[src/rtl/sr_latch_pkg.sv]
// Shared types and constants for the SR-latch pulse scheduler.
package sr_latch_pkg;

    typedef enum logic [2:0] {
        ST_IDLE   = 3'd0,
        ST_DRIVE  = 3'd1,
        ST_SETTLE = 3'd2,
        ST_CHECK  = 3'd3,
        ST_DONE   = 3'd4
    } state_e;

    localparam logic OP_SET = 1'b1;
    localparam logic OP_CLR = 1'b0;

    localparam int DEF_N        = 8;
    localparam int DEF_PULSE_W  = 2;
    localparam int DEF_SETTLE_W = 3;

endpackage

[src/rtl/sr_latch_sched_rr_arb2.sv]
// Two-requester round-robin arbiter; the pointer names the favoured requester
// and moves to the other one only when a grant is actually issued.
module rr_arb2 (
    input  logic       clk,
    input  logic       rst,
    input  logic [1:0] req_i,
    input  logic       grant_en_i,
    output logic [1:0] grant_o
);

    logic ptr_q;
    logic ptr_d;

    // Grant selection and next pointer
    always_comb begin
        grant_o = 2'b00;
        ptr_d   = ptr_q;
        if (grant_en_i) begin
            case (req_i)
                2'b01:   grant_o = 2'b01;
                2'b10:   grant_o = 2'b10;
                2'b11:   grant_o = ptr_q ? 2'b10 : 2'b01;
                default: grant_o = 2'b00;
            endcase
            if (grant_o != 2'b00) begin
                ptr_d = grant_o[0];
            end else begin
                ptr_d = ptr_q;
            end
        end else begin
            grant_o = 2'b00;
            ptr_d   = ptr_q;
        end
    end

    // Pointer register
    always_ff @(posedge clk or posedge rst) begin
        if (rst) begin
            ptr_q <= 1'b0;
        end else begin
            ptr_q <= ptr_d;
        end
    end

endmodule

[src/rtl/sr_latch_sched.sv]
// Serialises set/clear requests from two masters onto an SR latch bank:
// pulse, settle, read back and report mismatch with a one-cycle ack.
module sr_latch_sched
    import sr_latch_pkg::*;
#(
    parameter int  N        = DEF_N,
    parameter int  PULSE_W  = DEF_PULSE_W,
    parameter int  SETTLE_W = DEF_SETTLE_W,
    localparam int IDX_W    = $clog2(N + 1)
) (
    input  logic             clk,
    input  logic             rst,
    input  logic [1:0]       req,
    input  logic [1:0]       op,
    input  logic [IDX_W-1:0] idx0,
    input  logic [IDX_W-1:0] idx1,
    output logic [1:0]       ack,
    output logic             err,
    output logic [N-1:0]     S_vec,
    output logic [N-1:0]     R_vec,
    input  logic [N-1:0]     Q_vec,
    output logic             busy
);

    localparam logic [N-1:0] ONE_N = N'(1);

    state_e           state_q;
    logic [3:0]       cnt_q;
    logic [1:0]       gnt_q;
    logic             op_q;
    logic [IDX_W-1:0] idx_q;

    logic [1:0]       grant_s;
    logic             sel_op_d;
    logic [IDX_W-1:0] sel_idx_d;
    logic [N-1:0]     sel_hit_s;
    logic [N-1:0]     hit_vec_s;
    logic             mismatch_s;

    rr_arb2 u_arb (
        .clk        (clk),
        .rst        (rst),
        .req_i      (req),
        .grant_en_i (state_q == ST_IDLE),
        .grant_o    (grant_s)
    );

    // Operand mux for the granted requester; an index >= N shifts out to an empty mask
    always_comb begin
        sel_op_d   = grant_s[1] ? op[1] : op[0];
        sel_idx_d  = grant_s[1] ? idx1 : idx0;
        sel_hit_s  = ONE_N << sel_idx_d;
        hit_vec_s  = ONE_N << idx_q;
        mismatch_s = (hit_vec_s == '0) || ((|(Q_vec & hit_vec_s)) != op_q);
    end

    // Sequencer with registered latch drives, ack, err and busy
    always_ff @(posedge clk or posedge rst) begin
        if (rst) begin
            state_q <= ST_IDLE;
            cnt_q   <= 4'd0;
            gnt_q   <= 2'b00;
            op_q    <= 1'b0;
            idx_q   <= '0;
            S_vec   <= '0;
            R_vec   <= '0;
            ack     <= 2'b00;
            err     <= 1'b0;
            busy    <= 1'b0;
        end else begin
            case (state_q)
                ST_IDLE: begin
                    if (grant_s != 2'b00) begin
                        gnt_q   <= grant_s;
                        op_q    <= sel_op_d;
                        idx_q   <= sel_idx_d;
                        cnt_q   <= 4'(PULSE_W - 1);
                        S_vec   <= (sel_op_d == OP_SET) ? sel_hit_s : '0;
                        R_vec   <= (sel_op_d == OP_SET) ? '0 : sel_hit_s;
                        busy    <= 1'b1;
                        state_q <= ST_DRIVE;
                    end
                end
                ST_DRIVE: begin
                    if (cnt_q == 4'd0) begin
                        S_vec   <= '0;
                        R_vec   <= '0;
                        cnt_q   <= 4'(SETTLE_W - 1);
                        state_q <= ST_SETTLE;
                    end else begin
                        cnt_q <= cnt_q - 4'd1;
                    end
                end
                ST_SETTLE: begin
                    if (cnt_q == 4'd0) begin
                        cnt_q   <= 4'd0;
                        state_q <= ST_CHECK;
                    end else begin
                        cnt_q <= cnt_q - 4'd1;
                    end
                end
                ST_CHECK: begin
                    err     <= mismatch_s;
                    ack     <= gnt_q;
                    cnt_q   <= 4'd0;
                    state_q <= ST_DONE;
                end
                ST_DONE: begin
                    ack     <= 2'b00;
                    err     <= 1'b0;
                    busy    <= 1'b0;
                    cnt_q   <= 4'd0;
                    state_q <= ST_IDLE;
                end
                default: begin
                    S_vec   <= '0;
                    R_vec   <= '0;
                    ack     <= 2'b00;
                    err     <= 1'b0;
                    busy    <= 1'b0;
                    cnt_q   <= 4'd0;
                    state_q <= ST_IDLE;
                end
            endcase
        end
    end

endmodule

[config.mk]
export PLATFORM = sky130hd
export DESIGN_NAME = sr_latch_sched
export DESIGN_NICKNAME = d
export VERILOG_FILES = /design/src/rtl/sr_latch_pkg.sv /design/src/rtl/sr_latch_sched_rr_arb2.sv /design/src/rtl/sr_latch_sched.sv
export SDC_FILE = /design/constraint.sdc
export NUM_CORES = 1
export LEC_CHECK = 0
export BUFFER_PORTS_ARGS = -buffer_cell sky130_fd_sc_hd__clkbuf_2
export CORE_MARGIN = 10
export CORE_UTILIZATION = 57
export DETAILED_ROUTE_END_ITERATION = 10
export GPL_ROUTABILITY_DRIVEN = 0
export MAX_ROUTING_LAYER = met4
export PLACE_DENSITY = 0.84
export SYNTH_ARGS = -nofsm -noshare
export SYNTH_HDL_FRONTEND = slang
export SYNTH_HIERARCHICAL = 1
export SYNTH_SLANG_ARGS = --single-unit
[constraint.sdc]
create_clock -name clk -period 3.94 [get_ports clk]
set_clock_uncertainty 0.15 [all_clocks]
set_input_delay 0.394 -clock clk [delete_from_list [all_inputs] [get_ports clk]]
set_output_delay 0.394 -clock clk [all_outputs]
set_load 0.02 [all_outputs]
# Yosys cells after proc, flatten, opt, wreduce, memory -nomap -nowiden
# Cells that the tools add are included.
word_totals:
  reg_bits: 35
  latch_bits: 0
  mem_bits_rw: 0
  rom_bits: 0
  input_bits: 22
  output_inout_bits: 20
  elab_cells: 68
  mem_count: 0
op_classes:
  addsub: 1
  n_mul: 0
  n_div: 0
  magnitude_cmp: 0
  n_eq_ne: 11
  shifts: 2
  mux: 25
  bitwise_logic: 3
  reduce_logical: 15
op_table:
  columns: ["op", "n"]
  rows:
  - ["case mux 8 bit (3 select lines)", 2]
  - ["two-way mux 8 bit", 5]
  - ["two-way mux 4 bit", 4]
  - ["left shift 1 x 4 -> 8 bit (first input constant)", 2]
  - ["case mux 3 bit (4 select lines)", 1]
  - ["case mux 4 bit (3 select lines)", 1]
  - ["two-way mux 3 bit", 3]
  - ["OR reduction 3 bit", 3]
  - ["bitwise AND 8 bit", 1]
  - ["logical NOT 8 bit", 1]
  - ["OR reduction 8 bit", 1]
  - ["equality test 3 x 2 -> 1 bit (second input constant)", 2]
  - ["two-way mux 2 bit", 3]
  - ["inequality test 2 bit (second input constant)", 3]
  - ["case mux 2 bit (3 select lines)", 1]
  - ["AND reduction 2 bit", 3]
  - ["AND reduction 3 bit", 2]
  - ["equality test 2 bit (second input constant)", 2]
  - ["logical NOT 4 bit", 1]
  - ["case mux 1 bit (2 select lines)", 2]
  - ["case mux 2 bit (2 select lines)", 1]
  - ["nonzero test 2 bit", 2]
  - ["subtractor 4 x 1 -> 4 bit (second input constant)", 1]
  - ["equality test 3 x 1 -> 1 bit (second input constant)", 1]
  - ["7 further kinds", 9]

# Depth between registers and ports, before layout
# Gate-level depths: netlist of run 1.
logic_depth:
  depth_word: 9
  mapped_depth: 10
  ltp_nobuf: 7

# Cells and area by module
# Netlist of run 1, hierarchy kept.
by_module_without_submodules:
  columns: ["module", "n_inst", "cells_per_inst", "area_per_inst_um2", "seq_area_each_um2"]
  rows:
  - ["sr_latch_sched", 1, 164, 1791.7, 850.8]
  - ["rr_arb2", 1, 9, 65.1, 25.0]

# Worst setup path before layout of run 1
# OpenSTA, ideal clock, no wires.
synth_path:
  path_type: "reg-to-reg"
  startpoint: "register state_q[1]"
  endpoint: "register S_vec[3]"
  setup_time_ns: 0.125
  t_arrival_ns: 2.197
  t_required_ns: 3.665
  path_slack_ns: 1.468
  path_stages_with_launch: 10
  path_buffers: 2
  synth_period_minus_slack_ns: 2.472
  cell_sequence: "dfrtp_1 > nor3_1 > buf_2 > nand2_1 > a21oi_1 > buf_2 > and3b_1 > a31oi_1 > nor2_1 > mux2_4"
synth_between:
  elab_chain_len: 7
  word_cells_on_any_way: 18
  cone_classes: "eq/ne: 6; shift: 1; mux: 6; bitwise: 1; reduce/logical: 4"
synth_rtl:
  columns: ["element", "line_no", "text"]
  rows:
  - ["start, declared", "sr_latch_sched.sv:27", "state_e state_q;"]
  - ["start signal, assigned", "sr_latch_sched.sv:60", "state_q <= ST_IDLE;"]
  - ["start signal, assigned", "sr_latch_sched.sv:81", "state_q <= ST_DRIVE;"]
  - ["start signal, assigned", "sr_latch_sched.sv:89", "state_q <= ST_SETTLE;"]
  - ["logical NOT 3 bit *", "sr_latch_sched.sv:44", ".grant_en_i (state_q == ST_IDLE),"]
  - ["two-way mux 2 bit *", "sr_latch_sched_rr_arb2.sv:18", "if (grant_en_i) begin"]
  - ["via grant_s[1]", "sr_latch_sched.sv:33", "logic [1:0] grant_s;"]
  - ["two-way mux 4 bit", "sr_latch_sched.sv:51", "sel_idx_d = grant_s[1] ? idx1 : idx0;"]
  - ["left shift 1 x 4 -> 8 bit", "sr_latch_sched.sv:52", "sel_hit_s = ONE_N << sel_idx_d;"]
  - ["two-way mux 8 bit", "sr_latch_sched.sv:78", "S_vec <= (sel_op_d == OP_SET) ? sel_hit_s : '0;"]
  - ["two-way mux 8 bit", "sr_latch_sched.sv:73", "if (grant_s != 2'b00) begin"]
  - ["case mux 8 bit (3 select lines)", "sr_latch_sched.sv:71", "case (state_q)"]
  - ["end signal, assigned", "sr_latch_sched.sv:78", null]
  - ["end, declared", "sr_latch_sched.sv:19", "output logic [N-1:0] S_vec,"]
# Mark *: on every way through the listed nets, which the timed path passes. The rest lies on a longest branch. The select of a mux whose other input is x is not followed.
# A chain may end at the register's enable or synchronous reset.

# Worst setup path after layout of run 1
layout_path:
  startpoint: "register state_q[2]"
  endpoint: "register S_vec[7]"
# Same word-level chain as after synthesis.

==> results of run 1 <==
-- per-stage QoR --
stage	util	total power, uW
2_1_floorplan	-	1190
3_3_place_gp	0.678	1280
3_5_place_dp	0.678	1310
4_1_cts	0.697	1500
5_1_grt	0.697	1610
6_report	0.697	1500
-- layer usage --
metal | vias up | share of wire
met5 | - | 0
met4 | 0 | 0.013
met3 | 8 | 0.046
met2 | 46 | 0.51
met1 | 712 | 0.43
li1 | 704 | -
-- registers in the layout, indices dropped and copies added, names as in the netlist, 2 cells and up --
| register | cells |
|---|---|
| ack | 2 |
| gnt_q | 2 |
| R_vec | 8 |
| state_q | 3 |
| idx_q | 4 |
| cnt_q | 4 |
| S_vec | 8 |
-- worst max-delay path, cell delays in order (launching register included) --
cell and delay [ns]:
dfrtp_1 0.63, nor3_1 0.09, buf_4 0.20, nand2_1 0.08, a21oi_1 0.04, buf_4 0.21
nor2_2 0.14, and2b_4 0.22, a221oi_4 0.78, mux2_2 0.42
-- worst max-delay path by stage --
stage               endpoint  slack, ns
global placement    R_vec[1]       1.03
finish              S_vec[7]       0.86
global route        R_vec[1]       0.72
floorplan           S_vec[3]       1.47
detailed placement  R_vec[7]       0.89
CTS                 R_vec[7]       0.88
-- cell usage in the layout (no fill, tap or decap), drive strengths merged --
| master | instances |
|---|---|
| a21oi | 11 |
| nor2 | 26 |
| mux4 | 2 |
| o211ai | 4 |
| xnor2 | 1 |
| a211oi | 1 |
| o41ai | 2 |
| o31ai | 1 |
| or3 | 1 |
| nor3b | 3 |
| a32oi | 1 |
| xor2 | 1 |
| inv | 6 |
| nand2b | 2 |
| mux2 | 18 |
| nand2 | 17 |
| and2b | 1 |
| clkinv | 1 |
| a31oi | 2 |
| a221oi | 1 |
| a2bb2oi | 1 |
| nand3 | 3 |
| buf | 3 |
| o21ai | 8 |
| nor3 | 5 |
| nor2b | 1 |
| dlygate4sd3 | 1 |
| dfrtp | 35 |
| and3 | 1 |
| and3b | 2 |
| nor4 | 2 |
| clkbuf | 48 |
| o22a | 1 |
| mux2i | 6 |
-- power breakdown --
| group | internal, uW | switching [uW] |
|---|---|---|
| registers | 461 | 116 |
| logic | 323 | 408 |
| clock network | 69.6 | 119 |
| total | 854 | 643 |
-- what timing repair did --
item,4_1_cts,5_1_grt
endpoints found under the hold margin,2,0
resized for setup,0,0
hold buffers,1,0
-- logic make-up (layout without fill, tap and decap cells) --
group	count (synthesis)	in the layout	synth area share
compound gates	33	33	0.122
xor+xnor	2	2	0.00944
buf+inv	13	59	0.0411
flops	35	35	0.472
mux	26	26	0.186
simple gates	64	64	0.170
-- layout make-up --
| class | count | area [um^2] | area share |
|---|---|---|---|
| Multi-Input combinational cell | 125 | 905 | 0.422 |
| Sequential cell | 35 | 876 | 0.408 |
| Timing Repair Buffer | 45 | 238 | 0.111 |
| Tap cell | 44 | 55.1 | 0.0257 |
| Clock buffer | 7 | 45.0 | 0.0210 |
| Inverter | 6 | 22.5 | 0.0105 |
| Clock inverter | 1 | 5.00 | 0.00233 |
==> summary.txt, run 1 <==
Status
  • Outcome: completed

Global route
  • GRT met3 Usage: 0.0455
  • Vias in the first global route: 1526
  • GR peak layer: met2
  • GRT met1 Usage: 0.176
  • Initial antenna violation count: 0
  • Largest net degree at the start of global routing: 34
  • First-pass GRT wire length: 7270 um
  • All-Layer GR Usage: 0.153
  • Global route overflow: 0
  • Met2 Use GR: 0.250

STA
  • RSZ-0062 raised after global routing: no
  • Final Max Tran Viols: 0
  • Fmax: 0.325 GHz
  • Final hold slack: 0.177 ns
  • Final setup viols: 0
  • Worst setup margin: 0.863 ns
  • Fin. Hold Viols: 0
  • Max transition margin: 0.299
  • Final setup TNS: 0 ns
  • Tcrit/Tclk final: 0.781
  • Slew @ Worst Pin: 1.05 ns
  • Post-route minimum period: 3.08 ns

Detailed routing
  • DRT iter0 DRCs: 178
  • Avg Vias per Cell: 5.59
  • DR vias: 1470
  • Iteration count of the initial detailed-routing pass: 4
  • Routed WL: 4240 um
  • Post-route DRC: 0
  • Avg WL per Cell: 16.1 um
  • Post-route ant nets: 0

Finish
  • Ratio of cells with drive above 1 in the final layout: 0.347
  • Final Cell Area: 2150 um^2
  • Synth-to-Final Area Change: 15.6%
  • Fillers: 232
  • Final layout net count: 240
  • Ant. Diodes: 0
  • Layout Cells excl Fill: 263

Synth
  • Synth Area per Inst: 10.7 um^2
  • Most frequent cells after synthesis: dfrtp_1 (35), nor2_1 (24), nand2_1 (17)
  • Synth cell types: 39
  • Most frequent cell after synthesis: dfrtp_1
  • Net Count, Synth: 195
  • Ys flop type: dfrtp_1
  • Post-synth top area share: 0.472
  • Sequential element share of the synthesized area: 0.472
  • Post-synth design cell area: 1860 um^2
  • Leading area contributor after synthesis: dfrtp_1
  • Top cells by area, synth: dfrtp_1 (47%), mux2_4 (8.1%), mux2_2 (4.9%), nor2_1 (4.9%), nand2_1 (3.4%)
  • Ys Warns: 6
  • Seq cells post-synth: 35
  • Mapped Cells: 173
  • Post-synth EDFFs: 0
  • Async set-or-reset flop fraction in the synthesized netlist: 1.00

Clock network
  • CTS max path bufs: 2
  • # Post-CTS Setup Buffers: 0
  • TritonCTS clock tree: done
  • CTS sink count: 35
  • Clock-pin slew on the worst setup and hold paths: 0.10 ns
  • Root Driver: clkbuf_4
  • Worst skew pair latency: 0.34 ns
  • CTS buffer count: 5
  • H-tree Lvls: 2

Floorplanning
  • Die width: 77.1 um
  • FP Rows: 20
  • I/O Pins: 42
  • Initial core utilization: 0.603
  • Area of the die: 5940 um^2
  • Die Span Y: 77.1 um
  • Core Area: 3080 um^2

Place
  • Placed insts: 254
  • Pre-CTS WS: 0.887 ns
  • Area after DPL: 2090 um^2
  • IO Port Bufs: 41
  • Placed wire-length estimate: 3230 um

Flow run
  • Max-Cap Viols: 0

Setup path
  • Critical Path Source Type: flip-flop
  • Worst Path Required: 4.01 ns
  • CP endpoint kind: flip-flop
  • RR Startpoint: state_q[2]
  • CP Class: flip-flop to flip-flop
  • Worst R2R End: S_vec[7]
  • CP Launch Point: state_q[2]
  • Reg2reg path depth: 9
  • Reg2reg setup slack: 0.86 ns
  • Data arrival, critical path: 3.15 ns
  • Critical path fanouts, max: 23

Min path
  • Hold Path End: u_arb/ptr_q
  • Hold Path Origin: req[0]
  • HP Class: input port to flip-flop
  • Hold depth: 3

Power and ir drop
  • LEAKAGE: 0.00107 uW
  • Pwr dens: 697 nW/um^2
  • Peak supply drop: 0.000338 V
Power figures use the tool's default switching activity.
==> run 2, diff against run 1 <==
--- a/config.mk
+++ b/config.mk
@@ -7,11 +7,11 @@
 export LEC_CHECK = 0
 export BUFFER_PORTS_ARGS = -buffer_cell sky130_fd_sc_hd__clkbuf_2
 export CORE_MARGIN = 10
-export CORE_UTILIZATION = 57
+export CORE_UTILIZATION = 48
 export DETAILED_ROUTE_END_ITERATION = 10
 export GPL_ROUTABILITY_DRIVEN = 0
 export MAX_ROUTING_LAYER = met4
-export PLACE_DENSITY = 0.84
+export PLACE_DENSITY = 0.75
 export SYNTH_ARGS = -nofsm -noshare
 export SYNTH_HDL_FRONTEND = slang
 export SYNTH_HIERARCHICAL = 1
==> constraint.sdc (replaced) <==
create_clock -name clk -period 2.5 [get_ports clk]
set_clock_uncertainty 0.15 [all_clocks]
set_input_delay 0.25 -clock clk [delete_from_list [all_inputs] [get_ports clk]]
set_output_delay 0.25 -clock clk [all_outputs]
set_load 0.02 [all_outputs]
==> run 2 against run 1 <==
Sequential power rose by 49%. Power rose by 71%. Final area rose by 4.9%. Sequential cell count did not move. Core utilization fell by 8.7 points. Fmax rose by 35%. Setup slack got worse by 0.64 ns. Register-to-register slack got worse by 0.64 ns. Clock-buffer cell count fell by 1. Hold slack got worse by 0.069 ns. Largest cell class unchanged. Highest routed layer unchanged.
==> summary.txt, run 2 (synthesized netlist as in run 1, its figures left out) <==
Clock network
  • CTS buffer count: 5
  • H-tree Lvls: 2
  • Root Driver: clkbuf_8
  • TritonCTS clock tree: done
  • Worst skew pair latency: 0.29 ns
  • # Post-CTS Setup Buffers: 0
  • CTS sink count: 35
  • CTS max path bufs: 2
  • Clock-pin slew on the worst setup and hold paths: 0.06 ns

STA
  • Max transition margin: 0.645
  • Final setup TNS: 0 ns
  • Final setup viols: 0
  • Final hold slack: 0.108 ns
  • Post-route minimum period: 2.28 ns
  • Tcrit/Tclk final: 0.911
  • Worst setup margin: 0.223 ns
  • Fmax: 0.439 GHz
  • Fin. Hold Viols: 0
  • RSZ-0062 raised after global routing: no
  • Final Max Tran Viols: 0
  • Slew @ Worst Pin: 0.529 ns

Finish
  • Ant. Diodes: 0
  • Top Registers: R_vec x8, S_vec x8
  • Most common cell after layout, fill and taps aside: clkbuf_2
  • Final layout net count: 246
  • Final Cell Area: 2250 um^2
  • Most frequent cells in the layout: clkbuf_2 (41), dfrtp_1 (35), nor2_1 (24)
  • Synth-to-Final Area Change: 21.2%
  • Ratio of cells with drive above 1 in the final layout: 0.372

Floorplanning
  • Die width: 82.2 um
  • I/O Pins: 42
  • FP Rows: 22
  • Core Area: 3690 um^2
  • Die Span Y: 82.2 um
  • Area of the die: 6760 um^2
  • Initial core utilization: 0.503

Min path
  • HP Class: input port to flip-flop
  • Hold Path Origin: req[0]

Detailed routing
  • Avg WL per Cell: 15.6 um
  • Routed WL: 4240 um
  • Iteration count of the initial detailed-routing pass: 4
  • DR vias: 1484
  • Post-route ant nets: 0
  • DRT iter0 DRCs: 134
  • Avg Vias per Cell: 5.48
  • Post-route DRC: 0

Setup path
  • Worst Path Required: 2.52 ns
  • RR Startpoint: state_q[0]
  • Data arrival, critical path: 2.30 ns
  • Critical Path Source Type: flip-flop
  • Critical path fanouts, max: 20
  • CP Launch Point: state_q[0]
  • CP Class: flip-flop to flip-flop
  • CP endpoint kind: flip-flop

Place
  • Area after DPL: 2150 um^2
  • Pre-CTS WS: 0.125 ns
  • IO Port Bufs: 41
  • Placed wire-length estimate: 3200 um

Power and ir drop
  • Peak supply drop: 0.000726 V
  • LEAKAGE: 0.00112 uW
  • Tot Pwr: 2560 uW
  • Combinational share of power: 0.519
  • Net load switching power: 1040 uW
  • Pwr dens: 1140 nW/um^2
  • Seq pwr share: 0.336
  • Int Pwr: 1520 uW
  • Clk network pwr share: 0.145
  • Sw frac: 0.405

Status
  • Outcome: completed

Global route
  • Global route overflow: 0
  • First-pass GRT wire length: 6860 um
  • Vias in the first global route: 1495
  • All-Layer GR Usage: 0.134
  • Largest net degree at the start of global routing: 35
  • Initial antenna violation count: 0

Flow run
  • Max-Cap Viols: 0
run 2: stage by stage:
stage                     instances  utilization
after floorplan                 173            -
after detailed placement        264        0.582
after global placement          264        0.582
after CTS                       271        0.605
after global routing            271        0.610
final                           271        0.610
run 2: area by class of cell:
class                   instances  area, um^2
clock buffers                   6        72.6
fillers                       323        1440
inverters                       6        22.5
multi-input cells             125         921
flip-flops and latches         35         876
well taps                      48        60.1
repair buffers                 51         299
run 2: critical path, cell delays in order, from the launching register on:
cell and delay (ns):
dfrtp_1 0.41, nor3_4 0.24, nand2_1 0.07, a21oi_1 0.15
buf_6 0.21, and3b_1 0.20, a31oi_1 0.35, nor2_1 0.11
mux2_2 0.27
run 2: what timing repair did:
item	4_1_cts	5_1_grt
endpoints found under the hold margin	35	0
setup endpoints to repair	0	16
hold buffers	1	0
resized for setup	0	4
run 2: metal layers:
metal  routed length, um  share of wire  up-vias  GRT usage
met5                   0              0        -          -
li1                    -              -      712          -
met3                 198          0.047       10     0.0421
met4                  94          0.022        0     0.0578
met2                2150           0.51       42      0.215
met1                1800           0.42      720      0.151
run 2: final timing paths:
check / endpoint / slack, ns / cells past startpoint
max: S_vec[7] / 0.22 / 8
min: u_arb/ptr_q / 0.11 / 3
max reg2reg: S_vec[7] / 0.22 / 8
min reg2reg: gnt_q[1] / 0.34 / 2
max in group asynchronous: R_vec[4] / 1.44 / 4
min in group asynchronous: u_arb/ptr_q / 0.19 / 3
run 2: power groups by stage:
stage | clock [uW] | sequential [uW] | combinational [uW]
floorplan | 0 | 910 | 958
global placement | 0 | 852 | 1290
detailed placement | 0 | 857 | 1310
CTS | 378 | 847 | 1310
global route | 398 | 879 | 1450
finish | 371 | 860 | 1330
